<file path="src/rtl/cpu_pkg.sv">
// ---------------------------------------------------------------------------
// cpu_pkg
// Shared definitions for the single-cycle CPU front end.
//   fetch_state_t : RUN / HALT / FAULT encodings driven on pc_fetch_unit.state
//   PC_W          : program-counter width (byte addressed)
//   INSTR_W       : instruction word width
//   PC_INC        : byte distance between consecutive instructions
//   sat_inc16     : 16-bit increment that sticks at all-ones
// ---------------------------------------------------------------------------
package cpu_pkg;

    localparam int PC_W    = 16;
    localparam int INSTR_W = 16;
    localparam logic [PC_W-1:0] PC_INC = 16'd2;

    typedef enum logic [1:0] {
        ST_RUN   = 2'b00,
        ST_HALT  = 2'b01,
        ST_FAULT = 2'b10
    } fetch_state_t;

    // Counter increment that saturates instead of wrapping, so a long
    // debug run never makes the retired count look small again.
    function automatic logic [15:0] sat_inc16(input logic [15:0] value);
        if (value == 16'hFFFF) begin
            return value;
        end
        return value + 16'd1;
    endfunction

endpackage

</file>
<file path="src/rtl/next_pc_calc.sv">
// ---------------------------------------------------------------------------
// next_pc_calc
// Purely combinational candidate-PC generator for the fetch stage.
//   pc              in  16  current (registered) program counter
//   branch_offset   in  8   signed word offset of a taken branch
//   jump_target     in  16  absolute byte address of a jump
//   seq_pc          out 16  pc + 2
//   branch_pc       out 16  pc + 2 + (sext(branch_offset) << 1)
//   jump_pc         out 16  jump_target passed through
//   pc_out_of_range out 1   pc is at or beyond the end of instruction memory
//   pc_misaligned   out 1   pc is odd
//   jump_misaligned out 1   jump_target is odd
// All arithmetic wraps modulo 2^16; a wrapped result is caught by the
// range flag on the following cycle rather than here.
// ---------------------------------------------------------------------------
module next_pc_calc
    import cpu_pkg::*;
#(
    parameter int unsigned IMEM_BYTES = 32
) (
    input  logic [PC_W-1:0] pc,
    input  logic [7:0]      branch_offset,
    input  logic [PC_W-1:0] jump_target,
    output logic [PC_W-1:0] seq_pc,
    output logic [PC_W-1:0] branch_pc,
    output logic [PC_W-1:0] jump_pc,
    output logic            pc_out_of_range,
    output logic            pc_misaligned,
    output logic            jump_misaligned
);

    logic [PC_W-1:0] offset_bytes;

    // Branch offsets count instructions, so sign-extend and scale by two
    // to get a byte displacement relative to the sequential PC.
    assign offset_bytes = {{7{branch_offset[7]}}, branch_offset, 1'b0};

    assign seq_pc    = pc + PC_INC;
    assign branch_pc = seq_pc + offset_bytes;
    assign jump_pc   = jump_target;

    // Widened compare so an instruction memory of exactly 64 KiB still
    // treats every 16-bit address as in range.
    assign pc_out_of_range = ({1'b0, pc} >= 17'(IMEM_BYTES));
    assign pc_misaligned   = pc[0];
    assign jump_misaligned = jump_target[0];

endmodule

</file>
<file path="src/rtl/pc_fetch_unit.sv">
// ---------------------------------------------------------------------------
// pc_fetch_unit
// Program counter, next-PC selection, run/halt/fault state machine and
// retired-instruction counter for the single-cycle CPU.
//   clk            in  1   system clock, rising edge
//   rst_n          in  1   asynchronous active-low reset
//   stall          in  1   hold PC, no retire
//   branch_taken   in  1   PC-relative branch
//   branch_offset  in  8   signed word offset
//   jump           in  1   absolute jump (wins over branch)
//   jump_target    in  16  absolute byte address
//   halt_req       in  1   retire current instruction, then HALT
//   instr_in       in  16  instruction memory read data for pc
//   pc             out 16  instruction memory address
//   instr          out 16  instr_in forwarded to the decoder
//   instr_valid    out 1   instr usable: RUN and pc legal
//   state          out 2   00 RUN, 01 HALT, 10 FAULT
//   retired        out 16  saturating retired-instruction count
// ---------------------------------------------------------------------------
module pc_fetch_unit
    import cpu_pkg::*;
#(
    parameter logic [PC_W-1:0] RESET_PC   = 16'h0000,
    parameter int unsigned     IMEM_BYTES = 32
) (
    input  logic                clk,
    input  logic                rst_n,
    input  logic                stall,
    input  logic                branch_taken,
    input  logic [7:0]          branch_offset,
    input  logic                jump,
    input  logic [PC_W-1:0]     jump_target,
    input  logic                halt_req,
    input  logic [INSTR_W-1:0]  instr_in,
    output logic [PC_W-1:0]     pc,
    output logic [INSTR_W-1:0]  instr,
    output logic                instr_valid,
    output logic [1:0]          state,
    output logic [15:0]         retired
);

    fetch_state_t    state_q, state_d;
    logic [PC_W-1:0] pc_q, pc_d;
    logic [15:0]     retired_q, retired_d;
    logic            retire;

    logic [PC_W-1:0] seq_pc, branch_pc, jump_pc;
    logic            pc_out_of_range, pc_misaligned, jump_misaligned;
    logic            pc_bad;

    next_pc_calc #(
        .IMEM_BYTES (IMEM_BYTES)
    ) u_next_pc_calc (
        .pc              (pc_q),
        .branch_offset   (branch_offset),
        .jump_target     (jump_target),
        .seq_pc          (seq_pc),
        .branch_pc       (branch_pc),
        .jump_pc         (jump_pc),
        .pc_out_of_range (pc_out_of_range),
        .pc_misaligned   (pc_misaligned),
        .jump_misaligned (jump_misaligned)
    );

    assign pc_bad = pc_out_of_range | pc_misaligned;

    // Next-state, next-PC and retire decision. Only RUN looks at the
    // controls; the checks are ordered so that an illegal fetch address
    // beats everything, then stall, halt, jump, branch and plain
    // sequential flow. HALT and FAULT simply hold until reset.
    always_comb begin
        state_d = state_q;
        pc_d    = pc_q;
        retire  = 1'b0;

        unique case (state_q)
            ST_RUN: begin
                if (pc_bad) begin
                    state_d = ST_FAULT;
                end else if (stall) begin
                    // hold everything this cycle
                end else if (halt_req) begin
                    retire  = 1'b1;
                    state_d = ST_HALT;
                end else if (jump) begin
                    retire = 1'b1;
                    if (jump_misaligned) begin
                        state_d = ST_FAULT;
                    end else begin
                        pc_d = jump_pc;
                    end
                end else if (branch_taken) begin
                    retire = 1'b1;
                    pc_d   = branch_pc;
                end else begin
                    retire = 1'b1;
                    pc_d   = seq_pc;
                end
            end
            ST_HALT: begin
                state_d = ST_HALT;
            end
            ST_FAULT: begin
                state_d = ST_FAULT;
            end
            default: begin
                // Unused encoding: park in FAULT so it is visible on debug.
                state_d = ST_FAULT;
            end
        endcase
    end

    // Retired counter only advances on a retiring cycle and never wraps.
    always_comb begin
        retired_d = retired_q;
        if (retire) begin
            retired_d = sat_inc16(retired_q);
        end
    end

    // State, PC and counter registers. Reset is asynchronous so the fetch
    // address snaps back to RESET_PC the moment rst_n falls, whatever the
    // machine was doing.
    always_ff @(posedge clk or negedge rst_n) begin
        if (!rst_n) begin
            state_q   <= ST_RUN;
            pc_q      <= RESET_PC;
            retired_q <= 16'd0;
        end else begin
            state_q   <= state_d;
            pc_q      <= pc_d;
            retired_q <= retired_d;
        end
    end

    assign pc          = pc_q;
    assign instr       = instr_in;
    assign instr_valid = (state_q == ST_RUN) && !pc_bad;
    assign state       = state_q;
    assign retired     = retired_q;

endmodule

</file>
<file path="config.mk">
export PLATFORM = sky130hd
export DESIGN_NAME = pc_fetch_unit
export DESIGN_NICKNAME = d
export VERILOG_FILES = /design/src/rtl/cpu_pkg.sv /design/src/rtl/next_pc_calc.sv /design/src/rtl/pc_fetch_unit.sv
export SDC_FILE = /design/constraint.sdc
export NUM_CORES = 1
export LEC_CHECK = 0
export ABC_AREA = 1
export BUFFER_PORTS_ARGS = -buffer_cell sky130_fd_sc_hd__buf_2
export CORE_MARGIN = 3
export CORE_UTILIZATION = 35
export DETAILED_ROUTE_END_ITERATION = 10
export PLACE_DENSITY = 0.68
export RECOVER_POWER = 100
export REMOVE_ABC_BUFFERS = 1
export SLEW_MARGIN = 40
export SYNTH_ARGS = -nofsm -noshare
export SYNTH_HDL_FRONTEND = slang
export SYNTH_SLANG_ARGS = --single-unit
export TNS_END_PERCENT = 20
</file>
<file path="constraint.sdc">
create_clock -name clk -period 2.3 [get_ports clk]
set_input_delay 0.46 -clock clk [delete_from_list [all_inputs] [get_ports clk]]
set_output_delay 0.46 -clock clk [all_outputs]
set_load 0.05 [all_outputs]
</file>
==> impl_metrics.yaml <==
sta:
  max_freq_mhz: 417
  skew_ps: 8.26
  finalSetupTns_ps: -593
  grt_setup_unrepaired: "yes"
  min_period_over_period_pct: 104
  finalSetupViolations: 10
  fin_crit_ps: 2400
  slew_viol_final: 34
  worst_slack_ps: -98.8
  hold_viol: 0
  maxSlewHeadroom_pct: -23.5
  tightest_slew_ps: 1850
logic_synthesis:
  async_reset_ff_share_pct: 100
  ys_types: 37
  ys.flop_type: "dfrtp_1"
  synth-edff-count: 0
  synth_xor_area_share_pct: 7.72
  synth_cells: 479
  synthSimpleGateAreaFrac_pct: 35.9
  synth.area.mux_share_pct: 0
  syn_area_sq_um: 3180
  ys.warnings.count: 0
  synth-compound-area-share_pct: 9.45
  seq_area_frac_synth_pct: 26.0
  synth_top_family_by_area: "simple AND/OR/NAND/NOR gates"
  synth-adder-area-share_pct: 8.50
  ys_ff_latch: 33
  syn_avg_cell_area_sq_um: 6.63
status:
  violations: "max-capacitance violations, max-slew violations, negative setup slack"
  status: "complete, but fails checks"
worst_hold_path:
  hold_class: "input pin to register"
placed_design:
  place_congestion: 0.900
  io_buffers: 63
  dp_hpwl_mm: 7.38
final_layout:
  drive_above_1_share_pct: 27.5
  antenna_cells: 0
  areaGrowthSynthToFinish_pct: 34.3
  final_common_cell: "nand2_1"
  multi_input_area_sq_um: 2270
  regArea_sq_um: 826
  fin_util_pct: 48.7
  nets: 651
  nFillCells: 883
  final_cell_mix: "nand2_1 (136), buf_4 (59), inv_1 (47)"
clocking:
  hold_buffers: 0
  clock_sinks: 33
  cts.path.max_buffers: 2
  numCtsBuffers: 5
  cts-htree-levels: 2
  clkTransAtPathRegs_ps: 70
  cts-root-buf: "clkbuf_8"
  cts_tree: "done"
  clk_latency_ps: 290
route:
  drc: 0
  firstDrtPassIters: 5
  drt_iter0_drc: 153
  vias_per_cell: 4.90
  final_antenna_net_count: 0
  wire_per_inst_microns: 13.7
  wirelength_mm: 9.48
  via_count: 3395
global_route:
  grt_usage_pct: 18.4
  grt_pass1_wl_mm: 15.5
  gr-total-overflow: 0
  antenna_found_initial: 0
  grt_max_degree: 34
  first_global_vias: 3270
critical_path:
  end_kind: "register"
  worstSetupPathType: "register to register"
  crit_fanout: 3
  cp.required_ps: 2470
  crit_arrival_ps: 2570
  cp-start-kind: "register"
floorplan:
  die_area_sq_um: 10300
  rows: 34
  io_pins: 97
  fp.dieW_microns: 101
  core_area_sq_um: 8760
  start_util_pct: 36.3
  dieHeight_microns: 101
power_and_ir_drop:
  p_per_area_nw_per_um2: 367
  total_power_mw: 1.57
  max-vdd-ir-drop_uv: 240
  p_leak_nw: 2.14
job:
  cap_violations: 1
-- power by group --
part	switching (mW)	leakage, nW	internal [mW]	total, mW
Clock	0.225	0.0542	0.271	0.496
Combinational	0.275	1.70	0.203	0.478
Sequential	0.00696	0.385	0.587	0.594
-- synthesized netlist by cell type (3+ instances only) --
library cell | n | area (sq um)
nand4_1 | 13 | 81.3
nand3_1 | 38 | 190
nor3_1 | 3 | 15.0
clkbuf_1 | 6 | 22.5
dfrtp_1 | 33 | 826
nor2_2 | 5 | 31.3
nor2_1 | 46 | 173
o211ai_1 | 7 | 52.6
xor2_1 | 21 | 184
xnor2_1 | 7 | 61.3
ha_1 | 20 | 250
nor4_1 | 3 | 18.8
inv_1 | 53 | 199
inv_2 | 4 | 15.0
a21oi_1 | 16 | 80.1
buf_4 | 17 | 128
nand2_1 | 147 | 552
o21ai_0 | 15 | 75.1
-- worst max-delay path, stage by stage, from the launching register on --
cell and delay [ps]:
dfrtp_1 390, ha_2 210, inv_2 50, nor2_4 110
nand2_2 70, nor2_4 130, nand2_2 80, xor2_2 200
ha_1 320, nand2_2 110, inv_2 40, nand2_1 50
nand2_1 40, a21oi_1 110, nand2_1 80, inv_1 50
nand2_1 40, nand3_1 60, nand2_1 50, nand2_1 50
nand2_1 40
-- logic make-up (layout without fill, tap and decap cells) --
family                     count (synthesis)  after routing
xor gates and xnor gates                  28             28
and+or+nand+nor                          264            264
AOI/OAI and AO/OA                         49             49
buffers and inverters                     83            189
DFF                                       33             33
other                                      1              1
adders and majority gates                 21             21
-- routing by layer --
metal	part of all wire [%]	GRT usage [%]	vias to the layer above
met2	49	29.7	96
met4	0.095	2.66	0
met3	6.0	4.06	2
met1	45	26.0	1572
li1	-	-	1725
met5	0	0	-
-- final timing paths --
check / start / end / slack, ps / cells past startpoint
max in group asynchronous: rst_n / retired[0] / 560 / 1
hold reg to reg: retired[12] / retired[12] / 530 / 1
hold / removal: jump_target[1] / pc[1] / 430 / 3
setup / recovery: pc[1] / pc[15] / -100 / 20
setup reg to reg: pc[1] / pc[15] / -100 / 20
min in group asynchronous: rst_n / retired[15] / 670 / 1
-- flip-flops by register name (all words and copies together) (netlist names) --
| signal | flops |
|---|---|
| pc | 15 |
| state | 2 |
| retired | 16 |
-- repair_timing --
item / in CTS / in global routing
gates resized for setup: 38 / 27
pin swaps: 18 / 20
setup endpoints to repair: 10 / 12
setup buffers: 5 / 2
-- area by class of cell --
type	count	area share [%]
multi-input cells	363	53.1
flip-flops and latches	33	19.3
repair buffers	123	16.9
inverters	58	5.10
well taps	108	3.17
clock buffers	7	2.26
clock inverters	1	0.117
-- through the flow --
stage	instances	hold WS, ps	setup slack (ps)	area (sq um)
2_1_floorplan	454	164	-376	3010
3_3_place_gp	678	507	-167	3850
3_5_place_dp	678	509	-243	3850
4_1_cts	691	267	-118	4160
5_1_grt	693	460	-335	4270
6_report	693	429	-98.8	4270
Power figures use the tool's default switching activity.
